### src/rtl/ucsbece154b_icache.sv
// ucsbece154b_icache: direct-mapped, read-only instruction cache for the fetch stage.
// A hit returns the instruction combinationally from pc_i. A miss stalls fetch
// while the line-fill FSM requests the whole line and writes the beats in order.
// Optional feature: define ICACHE_STATS_EN to add the hit_count_o/miss_count_o ports.
module ucsbece154b_icache #(
  parameter int NUM_SETS       = 8,
  parameter int WORDS_PER_LINE = 4
) (
  input  logic        clk,
  input  logic        reset,
  input  logic [31:0] pc_i,
  output logic [31:0] instr_o,
  output logic        stall_o,
  output logic        mem_req_o,
  output logic [31:0] mem_addr_o,
  input  logic        mem_ready_i,
  input  logic        mem_rvalid_i,
  input  logic [31:0] mem_rdata_i
`ifdef ICACHE_STATS_EN
  ,
  output logic [31:0] hit_count_o,
  output logic [31:0] miss_count_o
`endif
);

  localparam int OFF  = $clog2(WORDS_PER_LINE);
  localparam int IDX  = $clog2(NUM_SETS);
  localparam int TAGW = 32 - OFF - IDX - 2;
  localparam logic [31:0]    NOP       = 32'h0000_0013;
  localparam logic [OFF-1:0] LAST_BEAT = OFF'(WORDS_PER_LINE - 1);

  typedef enum logic [1:0] {
    IDLE,
    REQ,
    FILL
  } state_t;

  state_t state, nextState;

  // Per-set storage.
  logic [NUM_SETS-1:0] valid;
  logic [TAGW-1:0]     tagArr  [NUM_SETS];
  logic [31:0]         dataArr [NUM_SETS][WORDS_PER_LINE];

  // Lookup address fields.
  logic [OFF-1:0]  pcOff;
  logic [IDX-1:0]  pcIdx;
  logic [TAGW-1:0] pcTag;
  logic            unusedPcBits;

  assign pcOff        = pc_i[OFF+1:2];
  assign pcIdx        = pc_i[OFF+IDX+1:OFF+2];
  assign pcTag        = pc_i[31:OFF+IDX+2];
  assign unusedPcBits = &{1'b0, pc_i[1:0]};

  // Fill bookkeeping: the line address latched at miss detection.
  logic [31:0]     lineAddr;
  logic [IDX-1:0]  fillIdx;
  logic [TAGW-1:0] fillTag;
  logic [OFF-1:0]  beatCnt;

  assign fillIdx    = lineAddr[OFF+IDX+1:OFF+2];
  assign fillTag    = lineAddr[31:OFF+IDX+2];
  assign mem_addr_o = lineAddr;

  logic hit, missStart, beatWe, lastBeat;

  // A partial line never hits: its valid bit is only set on the last beat.
  assign hit = (state == IDLE) && valid[pcIdx] && (tagArr[pcIdx] == pcTag);

  // Next-state logic and outputs; reset forces stall/request low.
  // NOTE: every signal gets a default first so this block cannot infer a latch.
  always_comb begin
    nextState = state;
    missStart = 1'b0;
    beatWe    = 1'b0;
    lastBeat  = 1'b0;
    instr_o   = NOP;
    stall_o   = 1'b1;
    mem_req_o = 1'b0;
    unique case (state)
      IDLE: begin
        if (hit) begin
          instr_o = dataArr[pcIdx][pcOff];
          stall_o = 1'b0;
        end else begin
          missStart = 1'b1;
          nextState = REQ;
        end
      end
      REQ: begin
        mem_req_o = 1'b1;
        if (mem_ready_i) nextState = FILL;
      end
      FILL: begin
        if (mem_rvalid_i) begin
          beatWe = 1'b1;
          if (beatCnt == LAST_BEAT) begin
            lastBeat  = 1'b1;
            nextState = IDLE;
          end
        end
      end
      default: nextState = IDLE;
    endcase
    if (reset) begin
      stall_o   = 1'b0;
      mem_req_o = 1'b0;
    end
  end

  // State register, miss address latch, beat counter and valid bits.
  // NOTE: sequential state uses non-blocking assignments so every register samples pre-edge values.
  always_ff @(posedge clk) begin
    if (reset) begin
      state    <= IDLE;
      beatCnt  <= '0;
      lineAddr <= '0;
      valid    <= '0;
    end else begin
      state <= nextState;
      if (missStart) lineAddr <= {pc_i[31:OFF+2], (OFF+2)'(0)};
      if (state == REQ) beatCnt <= '0;
      if (beatWe) beatCnt <= beatCnt + OFF'(1);
      if (lastBeat) valid[fillIdx] <= 1'b1;
    end
  end

  // Tag and data writes during the fill.
  // NOTE: tag/data arrays are not reset; the valid bits alone decide whether a line can hit.
  always_ff @(posedge clk) begin
    if (beatWe && !reset) dataArr[fillIdx][beatCnt] <= mem_rdata_i;
    if (lastBeat && !reset) tagArr[fillIdx] <= fillTag;
  end

`ifdef ICACHE_STATS_EN
  // Wrapping hit/miss statistics counters.
  always_ff @(posedge clk) begin
    if (reset) begin
      hit_count_o  <= '0;
      miss_count_o <= '0;
    end else begin
      if (hit) hit_count_o <= hit_count_o + 32'd1;
      if (missStart) miss_count_o <= miss_count_o + 32'd1;
    end
  end
`endif

endmodule

### config.mk
export PLATFORM = sky130hd
export DESIGN_NAME = ucsbece154b_icache
export DESIGN_NICKNAME = d
export VERILOG_FILES = /design/src/rtl/ucsbece154b_icache.sv
export SDC_FILE = /design/constraint.sdc
export NUM_CORES = 1
export LEC_CHECK = 0
export CORE_UTILIZATION = 26
export CTS_BUF_LIST = sky130_fd_sc_hd__clkbuf_4
export DETAILED_ROUTE_END_ITERATION = 16
export GPL_TIMING_DRIVEN = 1
export HOLD_SLACK_MARGIN = 0.08
export PLACE_DENSITY_LB_ADDON = 0.25
export SLEW_MARGIN = 5
export SYNTH_ARGS = -nofsm -noshare
export SYNTH_HDL_FRONTEND = slang
export SYNTH_SLANG_ARGS = --single-unit
### constraint.sdc
create_clock -name clk -period 4.2 [get_ports clk]
set_clock_uncertainty 0.1 [all_clocks]
set_input_delay 0.63 -clock clk [delete_from_list [all_inputs] [get_ports clk]]
set_output_delay 0.63 -clock clk [all_outputs]
set_load 0.01 [all_outputs]
# After elaboration in Yosys (flattened, before gate mapping)
# Memories as Yosys holds them, arrays and structs flattened.
# Cells that the tools add are included.
# Widths: inputs -> output; s select.
# totals
ff_bits	40
ramBits	1224
inputBits	68
out_inout_bits	66
word_cells	67
memories	2
# op_classes
add_sub_neg	1
magnitude_cmp	6
eq_ne	8
n_mux	33
n_bitwise	3
reduce_logical	10
# memory_table
name	words	word_bits	rd	rd_ports_with_merged_regs	wr	line	text
dataArr	8	128	1	0	1	43	logic [31:0] dataArr [NUM_SETS][WORDS_PER_LINE];
tagArr	8	25	1	0	1	42	logic [TAGW-1:0] tagArr [NUM_SETS];
# op_table
op	count
$mux 32	5
$mux 128	1
$bmux 32 s2	1
$demux 32 s2	1
$eq 25x25->1	1
$mux 1	16
$mux 2	6
$lt 3x4->1 const B	2
$ne 2x2->1 const B	4
$or 8x8->8	1
$ge 3x3->1 const B	2
$logic_and 1x1->1	6
$not 2->3	2
$pmux 2 s3	1
$eq 2x2->1 const B	2
$reduce_and 4->1	1
$bmux 1 s3	1
$demux 1 s3	1
$ge 3x1->1 const B	1
$lt 3x1->1 const B	1
$add 2x1->2 const B	1
$eq 2x1->1 const B	1
$logic_not 2->1	1
$reduce_bool 2->1	1
$logic_not 1->1	1

# Longest topological paths before layout
# depth
word_depth	7
mapped_depth	12
ltp_nobuf	7

# Worst setup path before layout
# No wires, ideal clock.
# synth_path
path_kind	input-to-output
from	input pc_i[5]
to	output instr_o[17]
arrival_time_ps	2936
slack_ps	534
stages	10
path_cell_list	buf_6 > buf_6 > buf_4 > buf_2 > clkbuf_1 > buf_1 > mux4_2 > mux4_2 > mux2i_1 > nor2_1
# synth_between
elab_chain_cells	6
elab_cells_between_ends	12
# synth_lines
element	line	text
from (decl)	11	input logic [31:0] pc_i,
$mem_v2 8x128 or $bmux 1 s3 (tied branches)	n/a	
$bmux 32 s2 or $mux 1 (tied branches)	84, 69	
$mux 32 (not written as such) or $logic_and 1x1->1 (tied branches) (2 in series)	84, 69	
$mux 32 *	83	if (hit) begin
$mux 32 *	81	unique case (state)
to (decl)	12	output logic [31:0] instr_o,
# Every way passes the cells marked *; elsewhere a longest branch is shown, timed or not. The select of a mux whose other input is x is not followed.

# Worst setup path in the final report
# layout_path
from	memory tagArr[7][9] in the netlist's numbering
to	output instr_o[17]
# layout_between
elab_chain_cells	5
# layout_lines
element	line	text
from (decl)	42	
$mem_v2 8x25	n/a	
$eq 25x25->1	69	assign hit = (state == IDLE) && valid[pcIdx] && (tagArr[pcIdx] == pcTag);
$logic_and 1x1->1	69	
$mux 32	83	
$mux 32	81	
# Every way passes these cells.

==> impl_results.md <==
- Status: complete, but fails checks
- Violated checks: setup timing
- Max-cap viol count: 0
- Final setup vio count: 33
- Via count: 24100
- Worst reg2reg path depth: 12
- Drt first pass iters: 5
- I/O pin cnt: 134
- Critical path endpoint category: primary output
- Final wirelength: 129000 um
- Avg Cell Area, Syn: 23.2 sq um
- Starting Density: 26.2%
- Share of layout cells above drive strength 1: 39.5%
- Worst path depth: 12
- H-tree depth: 5
- Worst slew margin: 22.9%
- Worst EP required: 3.47 ns
- Reg2Reg Capture Point: mem_addr_o[5]
- Max Slew Vio Count: 0
- Bufs and invs on worst path: 5
- Delay-heaviest family, CP: buffers and inverters
- Worst-path fanout max: 7
- Largest net degree at the start of global routing: 89
- CP endpoint: instr_o[17]
- Period utilization: 115%
- Start point of the critical path: tagArr[7][9]
- Deepest clock path buffer count: 4
- CP dominant cell by count: buf_6
- First-pass GRT wire length: 183000 um
- Gr ovfl total: 0
- Initial DRC Count: 1824
- Clock sinks: 1264
- Top cell type's share of synthesized area: 75.3%
- Post-synthesis instance total: 2105
- Tot GR Track Use: 13.5%
- Post-route ant nets: 0
- Synthesized area: 48800 sq um
- Most common cell in the netlist: edfxtp_1
- CTS tree: built
- Register bit total from synthesis: 1264
- Post-route DRC: 0
- Worst-Skew Late Latency: 1.23 ns
- Ranking of synthesized cells by area: edfxtp_1, mux4_2, mux2i_1, dfxtp_1, nand2b_1
- Hold WC Path Type: input port to flip-flop
- Unrepaired setup endpoints after global routing: yes
- Peak Freq: 208 MHz
- Vias in the first global route: 26000
- CP max-delay cell: mux4_2
- GP Congestion: 0.711
- Least-Margin Pin Slew: 1.15 ns
- Port Buffers: 127
- Kind of critical path: flip-flop to primary output
- Worst-path cell chain: mux4_2 > mux2i_1 > xor2_1 > o211ai_1 > a2111oi_2 > nand4_1 > buf_6 > buf_16 > buf_8 > buf_6 > nor2_4 > buf_6
- Pre-CTS setup slack: -0.687 ns
- DIE WIDTH: 435 um
- Yosys warning count: 0
- Core area: 186000 sq um
- Clock transition at path regs: 0.07 ns
- Worst r2r src: tagArr[7][20]
- # nets final: 2712
- Synth cell count leaders: edfxtp_1, mux4_2, mux2i_1
- WP data arrival: 4.08 ns
- CTS root buffer: clkbuf_4
- Synth async-reset ratio: 0%
- Final min period: 4.81 ns
- Max IR drop VDD: 0.000232 V
- Sum of negative setup slack: -17.00 ns
- Setup WS post-layout: -0.609 ns
- Number of synthesized flops with an enable pin: 1224
- CTS buffer count: 333
- Hpwl dp: 65600 um
- Top FF cell, synth: edfxtp_1
- Rows: 158
- Antenna violations before repair: 15
- Area Overhead vs Synth: 21.8%
- FF-to-FF setup slack: 0.71 ns
- Sequential fraction of the synthesis area: 76.9%
- Setup crit start kind: flip-flop
- Via density per instance: 4.51
- Die Span Y: 435 um
- Final hold violations: 0
- Leakage: 18.9 nW
- Dominant cell type by area after synthesis: edfxtp_1
- Die ar.: 190000 sq um
- PD cells: 432 nW/um^2
- CP max stage delay: 0.48 ns
- Routed len/inst: 24.1 um
- Yosys cell types: 49
-- layer usage --
| metal | global-route usage [%] | part of all wire, % |
|---|---|---|
| met5 | 0 | 0.053 |
| met4 | 4.21 | 1.5 |
| met3 | 3.33 | 5.9 |
| met2 | 22.2 | 49 |
| met1 | 17.6 | 43 |
-- worst min-delay path: cells and delay by family --
kind                   cells  cell delay [ns]
buffers and inverters      3             0.73
AND/OR/NAND/NOR            1             0.14
multiplexers               1             0.06
-- how the worst min path moves through the flow --
stage | cells past startpoint | end | slack (ns) | from
6_report | 5 | mem_addr_o[6] | 0.35 | pc_i[6]
2_1_floorplan | 2 | valid[2] | 0.35 | valid[2]
4_1_cts | 5 | mem_addr_o[6] | 0.24 | pc_i[6]
3_3_place_gp | 2 | valid[3] | 0.36 | valid[3]
3_5_place_dp | 2 | valid[4] | 0.37 | valid[4]
5_1_grt | 5 | mem_addr_o[6] | 0.31 | pc_i[6]
-- logic make-up (layout without fill, tap and decap cells) --
| kind of cell | count (synthesis) | after routing | share of synthesized area [%] |
|---|---|---|---|
| adder cells (fa/ha/maj) | 4 | 4 | 0.103 |
| XOR/XNOR | 18 | 18 | 0.323 |
| other | 1 | 12 | 0.00768 |
| AO/OA/AOI/OAI | 44 | 44 | 0.666 |
| buffers and inverters | 131 | 883 | 1.37 |
| AND/OR/NAND/NOR | 185 | 185 | 1.96 |
| flip-flops | 1264 | 1264 | 76.9 |
| multiplexers | 458 | 458 | 18.6 |
-- timing repair --
action / in CTS / in global routing
hold endpoints to repair: 40 / 0
buffers inserted: 15 / 5
hold buffers: 32 / 0
setup endpoints to repair: 33 / 33
pin swaps: 20 / 18
gates cloned: 2 / 0
gates resized for setup: 218 / 13
-- sequential cells by signal (all words and copies together), names as in the netlist --
register    count
beatCnt         2
valid           8
mem_addr_o     28
state           2
tagArr        200
dataArr      1024
-- cell type report --
type	count	area, sq um
fillers	17700	127000
clock inverters	86	505
diodes	8	20.0
repair buffers	315	3630
flip-flops and latches	1264	37600
clock buffers	469	3520
inverters	13	48.8
multi-input cells	713	11100
well taps	2480	3100
-- per-stage QoR --
step / utilization, % / hold slack (ns) / cells / total power, mW / area, sq um
after floorplan: - / 0.349 / 2108 / 14.9 / 48800
after global placement: 29.4 / 0.356 / 4742 / 15.5 / 54700
after detailed placement: 29.4 / 0.369 / 4742 / 15.6 / 54700
after CTS: 31.9 / 0.240 / 5340 / 26.1 / 59400
after global routing: 32.0 / 0.313 / 5347 / 26.8 / 59500
final: 32.0 / 0.346 / 5348 / 25.7 / 59500
-- layout by cell type (no fill, tap or decap), types with 17 or more instances in the layout --
cell / count
mux4_2: 356
nand2b_1: 56
dlygate4sd3_1: 32
buf_4: 82
clkinv_1: 56
mux2i_1: 93
nor2_4: 51
clkinv_2: 20
buf_12: 60
clkdlybuf4s50_1: 88
edfxtp_1: 1224
nor2_1: 17
clkbuf_4: 469
dfxtp_1: 40
buf_6: 36
-- report_power, final --
group	switching (mW)	total, mW	internal, mW	leakage [nW]
Sequential	0.0697	13.9	13.9	11.4
Clock	4.88	10.4	5.49	2.43
Combinational	0.696	1.35	0.653	5.14
No activity file was read; power rests on OpenSTA's default activity.
==> RTL change (config.mk and constraints unchanged) <==
Re-encode `state_t` (3 states) as one-hot, 3 bits wide.
--- a/src/rtl/ucsbece154b_icache.sv
+++ b/src/rtl/ucsbece154b_icache.sv
@@ -29,10 +29,10 @@
   localparam logic [31:0]    NOP       = 32'h0000_0013;
   localparam logic [OFF-1:0] LAST_BEAT = OFF'(WORDS_PER_LINE - 1);
 
-  typedef enum logic [1:0] {
-    IDLE,
-    REQ,
-    FILL
+  typedef enum logic [2:0] {
+    IDLE = 3'b001,
+    REQ  = 3'b010,
+    FILL = 3'b100
   } state_t;
 
   state_t state, nextState;
Formal check against the unedited RTL: same outputs for any inputs over 4 cycles, from zero or initial values and one cycle with reset high; so few cycles prove little.
==> RTL change against the original RTL <==
The flow still finishes with violations (negative setup slack). Register-to-register slack improved by 90 ps. Sequential cell count grew 1. Worst setup slack got worse by 5.0 ps. Total power up 4.6%. Area after synthesis decreased by 0.41%. Combinational power grew 34%. Routed wire length up 0.66%. Critical path depth is the same. Synthesized cell count fell by 0.48%. Final area is essentially flat. Sequential power grew 3%. Via count is 0.17% higher. Core utilization is 0.080 points higher. Largest power group unchanged.
==> RTL change: results (changes against the original RTL) <==
placed_design:
  dp_hpwl_um: 66830  # +1.9%
  place.gp.congestion: 0.7090  # -0.34%
  dpl_worst_slack_ps: -530.1  # +156.7 ps
route:
  num_vias: 24160  # +0.17%
  wl_per_cell_um: 24.21  # +0.43%
power_and_ir_drop:
  vdd_drop_max_mv: 0.2336  # +0.87%
  leakagePower_nw: 19.11  # +0.97%
finish:
  seq_area_sq_um: 37580  # about the same
  drive_gt1_share_pct: 40.65  # +1.2 points
  nFillCells: 17760  # +0.085%
  buffers: 310  # -1.6%
  nClkBuffers: 503  # +7.2%
  clkCellAreaFrac_pct: 7.095  # +0.33 points
  fin_util_pct: 32.05  # +0.080 points
  bufAreaShareNonClock_pct: 5.840  # -0.26 points
critical_path:
  cp_max_fo: 6  # -1
  max_stage_delay_ps: 500  # +20 ps
  r2r_start: "tagArr[7][14]"
hold_path:
  min_from: "mem_rvalid_i"
synthesis:
  synth_seq_area_share_pct: 77.28  # +0.36 points
  synth-compound-area-share_pct: 0.5610  # -0.11 points
  syn_inst: 2095  # -0.48%
  ys_top_cells_by_area: "edfxtp_1 76%, mux4_2 17%, mux2i_1 2.1%, dfxtp_1 1.7%, nor2_1 0.60%"
timing:
  fin_setup_tns_ps: -18300  # -1294 ps
  setup_violations: 33  # unchanged
  setup_ws_ps: -614.1  # -5.039 ps
  max_slew_margin_pct: 24.88  # +1.9 points
outcome:
  violations: "negative setup slack"
  outcome: "finished, violations left"
global_routing:
  track_usage_pct: 13.84  # +0.31 points
  grt_pass1_vias: 26340  # +1.4%
  antenna_found_initial: 11  # -4
clock_network:
  cts_buffers: 348  # +4.5%
  cts_setup_buffers: 8  # -7
==> RTL change: changes by cell type after synthesis, moves of 8 or more <==
cell	before	now
buf_1	21	8
nand2b_1	56	1
a21o_1	1	9
clkbuf_1	41	53
nand2_1	10	68
inv_1	13	5
==> RTL change: routing by layer <==
layer / vias to the layer above / track usage (%) / routed length [um]
li1: 10190 / - / -
met1: 13000 / 17.04 / 53610
met2: 711 / 23.54 / 65940
met3: 244 / 3.193 / 6390
met4: 10 / 5.236 / 3781
met5: - / 0 / 64
==> RTL change: final timing paths <==
kind | to | slack (ps) | cells past startpoint
setup / recovery | instr_o[2] | -610 | 12
hold / removal | beatCnt[0] | 300 | 5
setup reg to reg | mem_addr_o[5] | 800 | 13
hold reg to reg | valid[7] | 350 | 1
==> RTL change: report_power, final <==
| part | total [mW] | switching [mW] | internal (mW) |
|---|---|---|---|
| registers | 14.3 | 0.225 | 14.1 |
| logic | 1.81 | 0.957 | 0.855 |
| clock network | 10.7 | 4.91 | 5.81 |
